### config.mk
export PLATFORM = sky130hd
export DESIGN_NAME = sort8_stream_bridge
export DESIGN_NICKNAME = d
export VERILOG_FILES = /design/src/rtl/sort8_stream_bridge_pkg.sv /design/src/rtl/sort8_stream_bridge_async_bit_sync.sv /design/src/rtl/sort8_stream_bridge.sv
export SDC_FILE = /design/constraint.sdc
export NUM_CORES = 1
export LEC_CHECK = 0
export CAP_MARGIN = 5
export CELL_PAD_IN_SITES_DETAIL_PLACEMENT = 1
export CELL_PAD_IN_SITES_GLOBAL_PLACEMENT = 2
export CORE_ASPECT_RATIO = 0.7
export CORE_MARGIN = 8
export CORE_UTILIZATION = 33
export DETAILED_ROUTE_END_ITERATION = 16
export PLACE_DENSITY_LB_ADDON = 0.1
export SETUP_SLACK_MARGIN = 0.02
export SYNTH_ARGS = -nofsm -noshare
export SYNTH_HDL_FRONTEND = slang
export SYNTH_SLANG_ARGS = --single-unit
### constraint.sdc
create_clock -name clk -period 9.25 [get_ports clk]
set_input_delay 2.3125 -clock clk [delete_from_list [all_inputs] [get_ports clk]]
set_output_delay 2.3125 -clock clk [all_outputs]
set_load 0.005 [all_outputs]
### src/rtl/sort8_stream_bridge_pkg.sv
// Shared definitions for the sort8 stream bridge: the control state encoding,
// the default geometry and the word-slot mapping of the packed sorter buses.
`timescale 1ns/1ps
package sort8_stream_bridge_pkg;

    localparam int DEF_W = 16;
    localparam int DEF_N = 8;

    typedef enum logic [2:0] {
        RTZ_INIT = 3'd0,
        LOAD     = 3'd1,
        SETUP    = 3'd2,
        WAIT_ACK = 3'd3,
        WAIT_RTZ = 3'd4,
        DRAIN    = 3'd5
    } state_e;

    // Word k of a batch lives in slot N-1-k of the packed bus, so word 0 sits in the MSBs.
    function automatic int slot_idx(input int k, input int n);
        return n - 1 - k;
    endfunction

endpackage

### src/rtl/sort8_stream_bridge_async_bit_sync.sv
// Multi-flop synchronizer for a single asynchronous level (handshake inputs).
`timescale 1ns/1ps
module async_bit_sync
    import sort8_stream_bridge_pkg::*;
#(
    parameter int SYNC_STAGES = 2
) (
    input  logic clk,
    input  logic rst_n,
    input  logic d,
    output logic q
);

    logic [SYNC_STAGES-1:0] sync_q;

    // Shift the asynchronous level through the flop chain; the chain clears on reset.
    always_ff @(posedge clk or negedge rst_n) begin
        if (!rst_n) begin
            sync_q <= '0;
        end else begin
            sync_q <= {sync_q[SYNC_STAGES-2:0], d};
        end
    end

    assign q = sync_q[SYNC_STAGES-1];

endmodule

### src/rtl/sort8_stream_bridge.sv
// Clocked bridge around the asynchronous sort8 network: gathers N words from a
// valid/ready stream, runs one 4-phase req/fin handshake with bundled data,
// then streams the sorted words out with a last marker.
`timescale 1ns/1ps
module sort8_stream_bridge
    import sort8_stream_bridge_pkg::*;
#(
    parameter int W            = DEF_W,
    parameter int N            = DEF_N,
    parameter int SYNC_STAGES  = 2,
    parameter int SETUP_CYCLES = 1
) (
    input  logic           clk,
    input  logic           rst_n,
    input  logic           in_valid,
    output logic           in_ready,
    input  logic [W-1:0]   in_data,
    output logic           out_valid,
    input  logic           out_ready,
    output logic [W-1:0]   out_data,
    output logic           out_last,
    output logic           sort_req,
    input  logic           sort_fin,
    output logic [N*W-1:0] sort_din,
    input  logic [N*W-1:0] sort_dout,
    output logic           busy
);

    localparam int CW  = $clog2(N + 1);
    localparam int IW  = $clog2(N);
    localparam int SCW = $clog2(SETUP_CYCLES + 1);
    localparam int RCW = $clog2(SYNC_STAGES + 1);

    state_e          state_q;
    state_e          state_d;
    logic            fin_s;
    logic [CW-1:0]   count_q;
    logic [SCW-1:0]  setup_cnt_q;
    logic [RCW-1:0]  rtz_cnt_q;
    logic            req_q;
    logic [N*W-1:0]  din_q;
    logic [W-1:0]    result_q [N];
    logic [W-1:0]    dout_words [N];
    logic [IW-1:0]   idx_q;
    logic [IW-1:0]   idx_next;
    logic            out_valid_q;
    logic            out_last_q;
    logic [W-1:0]    out_data_q;

    logic accept;
    logic last_accept;
    logic rtz_settled;
    logic setup_done;
    logic out_fire;
    logic drain_done;
    logic capture;
    logic drain_start;

    async_bit_sync #(
        .SYNC_STAGES(SYNC_STAGES)
    ) u_fin_sync (
        .clk  (clk),
        .rst_n(rst_n),
        .d    (sort_fin),
        .q    (fin_s)
    );

    // Unpack the sorter output with the same slot rule used for packing.
    for (genvar gi = 0; gi < N; gi++) begin : g_unpack
        assign dout_words[gi] = sort_dout[slot_idx(gi, N)*W +: W];
    end

    assign accept      = (state_q == LOAD) && in_valid;
    assign last_accept = accept && (count_q == CW'(N - 1));
    // The synchronizer resets to 0, so fin_s is only trusted once the chain has refilled.
    assign rtz_settled = (rtz_cnt_q == RCW'(SYNC_STAGES));
    assign setup_done  = (setup_cnt_q == SCW'(SETUP_CYCLES - 1));
    assign out_fire    = out_valid_q && out_ready;
    assign drain_done  = out_fire && out_last_q;
    assign capture     = (state_q == WAIT_ACK) && fin_s;
    assign drain_start = (state_q == WAIT_RTZ) && !fin_s;
    assign idx_next    = idx_q + IW'(1);

    // State register.
    always_ff @(posedge clk or negedge rst_n) begin
        if (!rst_n) begin
            state_q <= RTZ_INIT;
        end else begin
            state_q <= state_d;
        end
    end

    // Next-state logic; every handshake decision looks at the synchronized fin only.
    always_comb begin
        state_d = state_q;
        case (state_q)
            RTZ_INIT: if (rtz_settled && !fin_s) state_d = LOAD;
            LOAD:     if (last_accept)           state_d = SETUP;
            SETUP:    if (setup_done)            state_d = WAIT_ACK;
            WAIT_ACK: if (fin_s)                 state_d = WAIT_RTZ;
            WAIT_RTZ: if (!fin_s)                state_d = DRAIN;
            DRAIN:    if (drain_done)            state_d = LOAD;
            default:                             state_d = RTZ_INIT;
        endcase
    end

    // State-decoded outputs.
    always_comb begin
        in_ready = (state_q == LOAD);
        busy     = !((state_q == LOAD) && (count_q == '0));
    end

    // Settle counter for the fin synchronizer, word counter and SETUP timer.
    always_ff @(posedge clk or negedge rst_n) begin
        if (!rst_n) begin
            rtz_cnt_q   <= '0;
            count_q     <= '0;
            setup_cnt_q <= '0;
        end else begin
            if ((state_q == RTZ_INIT) && !rtz_settled) begin
                rtz_cnt_q <= rtz_cnt_q + RCW'(1);
            end
            if (accept) begin
                count_q <= count_q + CW'(1);
            end else if (drain_done) begin
                count_q <= '0;
            end
            if (last_accept) begin
                setup_cnt_q <= '0;
            end else if (state_q == SETUP) begin
                setup_cnt_q <= setup_cnt_q + SCW'(1);
            end
        end
    end

    // Request flop: rises after the setup margin, returns to zero once fin is seen.
    always_ff @(posedge clk or negedge rst_n) begin
        if (!rst_n) begin
            req_q <= 1'b0;
        end else if ((state_q == SETUP) && setup_done) begin
            req_q <= 1'b1;
        end else if (capture) begin
            req_q <= 1'b0;
        end
    end

    // Packed sorter input: only written in LOAD, so it stays frozen through the handshake.
    always_ff @(posedge clk or negedge rst_n) begin
        if (!rst_n) begin
            din_q <= '0;
        end else begin
            for (int k = 0; k < N; k++) begin
                if (accept && (count_q == CW'(k))) begin
                    din_q[slot_idx(k, N)*W +: W] <= in_data;
                end
            end
        end
    end

    // Result register: a single capture per batch, only in WAIT_ACK with req high.
    always_ff @(posedge clk) begin
        if (capture) begin
            for (int k = 0; k < N; k++) begin
                result_q[k] <= dout_words[k];
            end
        end
    end

    // Registered output stage: loaded on DRAIN entry, advanced on each transfer.
    always_ff @(posedge clk or negedge rst_n) begin
        if (!rst_n) begin
            out_valid_q <= 1'b0;
            out_last_q  <= 1'b0;
            out_data_q  <= '0;
            idx_q       <= '0;
        end else if (drain_start) begin
            out_valid_q <= 1'b1;
            out_data_q  <= result_q[0];
            out_last_q  <= (N == 1);
            idx_q       <= '0;
        end else if (out_fire) begin
            if (out_last_q) begin
                out_valid_q <= 1'b0;
                out_last_q  <= 1'b0;
            end else begin
                idx_q      <= idx_next;
                out_data_q <= result_q[idx_next];
                out_last_q <= (idx_next == IW'(N - 1));
            end
        end
    end

    assign sort_req  = req_q;
    assign sort_din  = din_q;
    assign out_valid = out_valid_q;
    assign out_last  = out_last_q;
    assign out_data  = out_data_q;

endmodule
### Yosys cells after proc, flatten, opt, wreduce, memory -nomap -nowiden

Memory sizes are Yosys's and may differ from the RTL's.
Index checks and enable logic that the tools add are counted.

| cells by class | value |
|---|---|
| add/sub/neg operators | 4 |
| $mul | 0 |
| divide/modulo/power cells | 0 |
| $lt $le $gt $ge | 0 |
| eq/ne operators | 21 |
| shift-type cells | 0 |
| muxes and demuxes | 27 |
| bitwise operators | 1 |
| reductions and logical operators | 30 |

Operators with widths:

| operator | count |
|---|---|
| $mux W16 | 3 |
| $mux W3 | 9 |
| $pmux W3 S6 | 1 |
| $logic_and A1 B1 Y1 | 17 |
| $eq A4 B3 Y1 const B | 4 |
| $mux W1 | 12 |
| $reduce_bool A2 Y1 | 5 |
| $eq A3 B3 Y1 const B | 3 |
| $eq A4 B2 Y1 const B | 2 |
| $mux W4 | 2 |
| $ne A2 B2 Y1 const B | 4 |
| $eq A3 B2 Y1 const B | 2 |
| $ne A2 B1 Y1 const B | 3 |
| $reduce_and A6 Y1 | 1 |
| $add A4 B1 Y4 const B | 1 |
| $eq A4 B1 Y1 const B | 1 |
| $logic_not A4 Y1 | 1 |
| $reduce_and A2 Y1 | 2 |
| $add A3 B1 Y3 const B | 1 |
| $eq A3 B1 Y1 const B | 1 |
| $logic_not A1 Y1 | 3 |
| $logic_not A3 Y1 | 1 |
| $add A2 B1 Y2 const B | 1 |
| $eq A2 B2 Y1 const B | 1 |
| 2 further kinds | 2 |

| storage, ports and cells | value |
|---|---|
| bits in registers | 162 |
| bits in latches | 0 |
| RAM bits | 128 |
| bits in read-only memories | 0 |
| input port bits | 149 |
| output and inout port bits | 149 |
| logic and storage cells | 102 |
| memories | 1 |

Memories:

| memory | words | width | read ports | clocked after memory_dff | wr ports | line | source |
|---|---|---|---|---|---|---|---|
| result_q | 8 | 16 | 2 | 0 | 8 | sort8_stream_bridge.sv:42 | `logic [W-1:0] result_q [N];` |

### Logic depth before layout (Yosys ltp)

Gate-level depths: netlist of the first run.

| depth | value |
|---|---|
| word-level depth | 5 |
| depth in mapped cells | 10 |
| mapped depth without buffers | 6 |

### By module

Synthesis of the first run repeated with hierarchy kept, for this count alone.

| unflattened totals | value |
|---|---|
| cells, all modules | 699 |
| area total of the unflattened synthesis | 11265.8 µm² |

By module, submodules not included:

| module | instances | cells each | area each (µm²) | sequential area each (µm²) |
|---|---|---|---|---|
| sort8_stream_bridge | 1 | 697 | 11215.8 | 7847.5 |
| async_bit_sync | 1 | 2 | 50.0 | 50.0 |

### Worst setup path after synthesis of the first run

OpenSTA, ideal clock, no wires.

| path | value |
|---|---|
| path kind | reg2reg |
| start point | register state_q[2] |
| end point | memory result_q[0][0] (netlist bit) (enable) |
| library setup time | 0.617 ns |
| data arrival time | 5.981 ns |
| required time | 8.633 ns |
| setup slack | 2.652 ns |
| cell stages (with the launch flop) | 3 |
| buffers on the path | 0 |
| clock period less this slack | 6.598 ns |
| cell sequence | dfrtp_1 nand2b_1 nor2_1 |

RTL lines:

| element | line | source |
|---|---|---|
| from (decl) | sort8_stream_bridge.sv:34 | `state_e state_q;` |
| from (signal assigned) | sort8_stream_bridge.sv:89 | `state_q <= state_d;` |
| to (decl) | sort8_stream_bridge.sv:42 |  |

### Final worst setup path of the first run

| path | value |
|---|---|
| start point | register state_q[0] |
| end point | output port busy |

| on the way | value |
|---|---|
| longest elaborated chain between the ends | 3 |

RTL lines:

| element | line | source |
|---|---|---|
| $eq A3 B1 Y1 | sort8_stream_bridge.sv:110 | `busy = !((state_q == LOAD) && (count_q == '0));` |
| $logic_and A1 B1 Y1 | sort8_stream_bridge.sv:110 |  |
| $logic_not A1 Y1 | sort8_stream_bridge.sv:110 |  |
| to (decl) | sort8_stream_bridge.sv:26 | `output logic busy` |

No other way between the ends.

==> results of run 1 <==
-- flip-flops by register name, indices dropped and copies added, names as in the netlist --
signal	count
sort_req	1
out_valid	1
sort_din	128
result_q	128
out_last	1
idx_q	3
u_fin_sync.sync_q	2
setup_cnt_q	1
state_q	3
out_data	16
rtz_cnt_q	2
count_q	4
-- cells in the final DEF, fill, tap and decap left out, types with 3 or more instances in the layout --
master,instances
a21oi_1,4
a22oi_1,16
a32o_1,9
buf_4,9
bufinv_16,4
clkbuf_1,4
clkbuf_16,32
clkbuf_8,7
clkdlybuf4s50_1,296
clkinv_2,6
dfrtp_1,162
diode_2,3
edfxtp_1,128
ha_1,6
inv_1,5
mux2_2,130
mux2i_1,43
mux4_2,6
nand2_1,29
nand2_2,4
nand3_1,55
nor2_1,18
o21ai_0,22
xnor2_1,3
-- metrics by stage --
stage | util (%) | worst slack, ns | area [µm²] | power [W] | std cells
after floorplan | - | 2.65 | 11200 | 0.00264 | 700
after global placement | 44.0 | 4.60 | 14700 | 0.00376 | 1411
after detailed placement | 44.0 | 4.55 | 14700 | 0.00379 | 1411
after CTS | 47.3 | 4.60 | 15800 | 0.00515 | 1469
after global routing | 47.3 | 4.53 | 15800 | 0.00533 | 1471
final | 47.3 | 4.65 | 15900 | 0.00505 | 1472
-- final cells by class --
class                      instances  share of cell area (%)
tap                              435                    3.43
antenna                            3                  0.0474
multi-input combinational        374                    20.4
clock inverter                    14                    1.18
inverter                           6                   0.142
clock buffer                      44                    5.80
timing repair buffer             306                    19.2
sequential                       290                    49.8
-- cells by family after synthesis --
kind of cell               Yosys count  share of synthesized area, %
DFF                                290                          70.3
muxes                              179                          18.1
and+or+nand+nor                    126                          5.66
AOI/OAI and AO/OA                   55                          3.28
buffers and inverters               36                          1.40
xor gates and xnor gates             7                         0.546
adders and majority gates            7                         0.779
-- report_power, final --
part / switching, W / internal, W
sequential: 0.000197 / 0.00169
combinational: 0.000789 / 0.00104
clock: 0.000521 / 0.000804
-- synthesized netlist by cell type (5+ instances only) --
master / instances / area [µm²]
nand2_1: 29 / 109
ha_1: 7 / 87.6
nor2_1: 20 / 75.1
o21ai_0: 22 / 110
inv_1: 5 / 18.8
edfxtp_1: 128 / 3840
dfrtp_1: 162 / 4050
buf_2: 12 / 60.1
a32o_1: 9 / 90.1
mux4_2: 6 / 135
mux2i_1: 43 / 430
clkbuf_1: 14 / 52.6
a22oi_1: 16 / 120
nand3_1: 55 / 275
mux2_2: 130 / 1460
-- how the worst max path moves through the flow --
stage / end / slack (ns) / depth (start not counted)
after floorplan: result_q[0][0]$_DFFE_PP_ / 2.65 / 2
after global placement: sort_din[92]$_DFFE_PN0P_ / 4.60 / 5
after detailed placement: sort_din[76]$_DFFE_PN0P_ / 4.55 / 5
after CTS: busy / 4.60 / 3
after global routing: busy / 4.53 / 3
final: busy / 4.65 / 3
-- worst register-to-register path: stages, from the launching register on --
cell and delay [ns]:
dfrtp_1 0.36, buf_4 0.44, ha_1 0.44, xor2_4 0.18
buf_4 0.57, mux2i_1 0.36, a32o_1 0.26, o21ai_0 0.13
-- routing by layer --
| layer | global-route usage (%) | wire length (µm) | part of all wire (%) |
|---|---|---|---|
| met5 | 0 | 13 | 0.038 |
| met4 | 4.34 | 848 | 2.5 |
| met3 | 4.73 | 1890 | 5.5 |
| met2 | 27.9 | 16700 | 48 |
| met1 | 21.6 | 15200 | 44 |
==> impl_metrics.json, run 1 <==
{
  "fin_nets": 1165,
  "cp_top_family": "simple AND/OR/NAND/NOR gates",
  "critPathBufInv": 1,
  "grt_pass1_wl_mm": 51.9,
  "drv_cap": 0,
  "dieHeight_um": 170,
  "h-tree-depth": 1,
  "reg2reg_slack_ns": 6.38,
  "place.gp.congestion": 0.727,
  "rr_endpoint": "out_data[2]$_DFFE_PN0P_",
  "cts_tree": "done",
  "fp.dieW_um": 237,
  "final.period_utilization_pct": 49.8,
  "register_area_um2": 7900,
  "critPathKind": "reg2out",
  "syn-num-nets": 856,
  "rsz0062_at_grt": "no",
  "pin_count": 298,
  "grt_overflow": 0,
  "grt_use_total_pct": 16.8,
  "fin_crit_ns": 4.60,
  "layout-drive-gt1-share_pct": 20.5,
  "holdPathStages": 0,
  "die_area_um2": 40300,
  "start_util_pct": 33.6,
  "core-area_um2": 33500,
  "wl_per_cell_um": 23.5,
  "path_clk_slew_ns": 0.06,
  "powerDensity_nw_per_um2": 318,
  "rows": 56,
  "worstReg2RegStart": "idx_q[0]$_DFFE_PN0P_",
  "synthCells": 700,
  "min_to": "u_fin_sync.sync_q[1]$_DFF_PN0_",
  "worst_pin_slew_ns": 1.11,
  "cts_setup_buffers": 0,
  "syn-cell-area_um2": 11200,
  "async_flop_share_pct": 55.9,
  "avgSynthCellArea_um2": 16.1,
  "worstHoldPathType": "reg2reg",
  "cts_sinks": 290,
  "hold_buffers": 0,
  "firstDrtPassIters": 4,
  "status": "completed",
  "rr_worst_depth": 7,
  "viasPerCell": 4.83,
  "num_vias": 7104,
  "fillerInstances": 3295,
  "vdd_ir_drop_max_uv": 138,
  "dp_hpwl_mm": 23.7,
  "synth_edf_count": 128,
  "fmax_ghz": 0.217,
  "ys_ff_latch": 290,
  "drc": 0,
  "multi_input_area_um2": 3230,
  "p_leak_nw": 6.20,
  "synthDistinctLibCells": 40,
  "clock_skew_ns": 0.0126,
  "holdWs_ns": 0.351,
  "io_buffer_count": 297,
  "cp-start-kind": "register",
  "ctsRootBufferMaster": "clkbuf_16",
  "startpoint": "state_q[0]$_DFFE_PN0P_",
  "ys.flop_type": "dfrtp_1",
  "grt_max_degree": 92,
  "worstPathCellList": "nor3b_1 -> nand3_1 -> clkdlybuf4s50_1",
  "cts_made_buffers": 31,
  "cp.required_ns": 6.94,
  "relSlewSlack_pct": 25.8,
  "critPathSlowestCell": "dfrtp_1",
  "ys_seq_area_share_pct": 70.3,
  "grt_pass1_vias": 7914,
  "endpoint_kind": "output port",
  "hold_viol": 0,
  "ys.warnings.count": 0,
  "hold_start": "u_fin_sync.sync_q[0]$_DFF_PN0_",
  "area_growth_pct": 41.0,
  "max_stage_delay_ns": 0.58,
  "clk_latency_ns": 0.56,
  "cts_resized": 0,
  "wirelength_mm": 34.6,
  "cts_max_path_buffers": 3,
  "timing.setup.tns_ns": 0,
  "drv_slew": 0,
  "setup_viol": 0,
  "worstPathMaxFanout": 10,
  "arrival_ns": 2.29,
  "ant_nets": 0,
  "antenna_found_initial": 3,
  "drt_first_iter_violations": 265
}
No activity file was read; power rests on OpenSTA's default activity.
==> inputs of run 2 (changes only) <==
- CORE_UTILIZATION: 33 -> 30
- clock period: 9.25 -> 4.03 ns (I/O delays scaled with it)
==> impl_metrics.json, run 2 (same netlist as run 1, synthesis figures left out) <==
{
  "pin_count": 298,
  "fin_crit_ns": 3.12,
  "drv_cap": 0,
  "relSlewSlack_pct": 46.5,
  "h-tree-depth": 1,
  "min_to": "u_fin_sync.sync_q[1]$_DFF_PN0_",
  "cts_sinks": 290,
  "dp_hpwl_mm": 24.7,
  "core-area_um2": 37100,
  "fin_nets": 1172,
  "timing.setup.tns_ns": 0,
  "fmax_ghz": 0.320,
  "cts_tree": "done",
  "firstDrtPassIters": 4,
  "grt_overflow": 0,
  "holdPathStages": 0,
  "clk_latency_ns": 0.56,
  "arrival_ns": 2.11,
  "viasPerCell": 4.64,
  "grt_use_total_pct": 15.5,
  "vdd_ir_drop_max_uv": 392,
  "grt_pass1_vias": 7631,
  "final_util_pct": 42.7,
  "setup_viol": 0,
  "num_vias": 7099,
  "rows": 59,
  "cp-start-kind": "register",
  "holdWs_ns": 0.354,
  "start_util_pct": 30.3,
  "p_leak_nw": 6.14,
  "powerDensity_nw_per_um2": 704,
  "wl_per_cell_um": 22.7,
  "cts_setup_buffers": 0,
  "final_cell_mix": "clkdlybuf4s50_1 (296), dfrtp_1 (162), mux2_2 (130)",
  "max_stage_delay_ns": 0.59,
  "rr_worst_depth": 7,
  "drc": 0,
  "final.period_utilization_pct": 77.4,
  "path_clk_slew_ns": 0.06,
  "worst_pin_slew_ns": 0.800,
  "area_growth_pct": 40.7,
  "reg2reg_slack_ns": 1.31,
  "rsz0062_at_grt": "no",
  "antenna_found_initial": 5,
  "place.gp.congestion": 0.735,
  "drv_slew": 0,
  "hold_start": "u_fin_sync.sync_q[0]$_DFF_PN0_",
  "ant_nets": 0,
  "worstPathCellList": "nor3b_1 -> nand3_1 -> clkdlybuf4s50_1",
  "grt_max_degree": 59,
  "total_power_w": 0.0111,
  "worstReg2RegStart": "idx_q[0]$_DFFE_PN0P_",
  "endpoint_kind": "output port",
  "io_buffer_count": 297,
  "layout-drive-gt1-share_pct": 19.4,
  "startpoint": "state_q[0]$_DFFE_PN0P_",
  "worstPathMaxFanout": 10,
  "wirelength_mm": 34.6,
  "fp.dieW_um": 247,
  "dieHeight_um": 178,
  "hold_viol": 0,
  "cp.required_ns": 3.02,
  "critPathKind": "reg2out",
  "drt_first_iter_violations": 293,
  "cts_resized": 0,
  "cts_max_path_buffers": 3,
  "critPathSlowestCell": "dfrtp_1",
  "rr_endpoint": "out_data[3]$_DFFE_PN0P_",
  "cts_made_buffers": 30,
  "die_area_um2": 44000,
  "ctsRootBufferMaster": "clkbuf_16",
  "fillerInstances": 3757,
  "hold_buffers": 0,
  "clock_skew_ns": 0.00777,
  "grt_pass1_wl_mm": 51.6,
  "status": "completed",
  "worstHoldPathType": "reg2reg",
  "layout_commonest_cell": "clkdlybuf4s50_1"
}
==> run 2: cell type report <==
| cell class | instances | area (µm²) | share of cell area (%) |
|---|---|---|---|
| Tap cell | 488 | 611 | 3.86 |
| Antenna cell | 2 | 5.00 | 0.0317 |
| Clock inverter | 7 | 27.5 | 0.174 |
| Multi-Input combinational cell | 374 | 3230 | 20.4 |
| Inverter | 6 | 22.5 | 0.142 |
| Sequential cell | 290 | 7900 | 50.0 |
| Timing Repair Buffer | 314 | 3140 | 19.9 |
| Clock buffer | 48 | 880 | 5.56 |
==> run 2: report_power, final <==
part | total (W) | switching (W) | leakage, nW | internal [W]
clock | 0.00260 | 0.00112 | 0.439 | 0.00148
sequential | 0.00434 | 0.000455 | 3.17 | 0.00388
combinational | 0.00420 | 0.00178 | 2.53 | 0.00242
==> run 2: how the worst max path moves through the flow <==
| stage | slack, ns | cells after the start | endpoint |
|---|---|---|---|
| 2_1_floorplan | 1.01 | 2 | result_q[0][0]$_DFFE_PP_ |
| 3_3_place_gp | 0.80 | 5 | sort_din[11]$_DFFE_PN0P_ |
| 3_5_place_dp | 0.72 | 5 | sort_din[11]$_DFFE_PN0P_ |
| 4_1_cts | 0.79 | 3 | busy |
| 5_1_grt | 0.74 | 3 | busy |
| 6_report | 0.91 | 3 | busy |
==> run 2: critical path: cells and delay by family (launching register included) <==
family	cells	cell delay [ns]
buffers and inverters	1	0.47
DFF	1	0.59
and+or+nand+nor	2	0.50
==> run 2: metrics by stage <==
stage          std cells  worst slack, ns  cell area [µm²]
3_3_place_gp        1472            0.797            14900
6_report            1529            0.909            15800
4_1_cts             1527            0.795            15800
5_1_grt             1529            0.741            15800
3_5_place_dp        1472            0.724            14900
2_1_floorplan        700             1.01            11200
==> run 2: metal layers <==
layer  vias to the layer above  routed length (µm)  GRT usage (%)
li1                       3241                   -              -
met1                      3636               15100           20.4
met2                       165               16500           25.1
met3                        53                2030           4.29
met4                         4                 992           4.21
met5                         -                  23              0
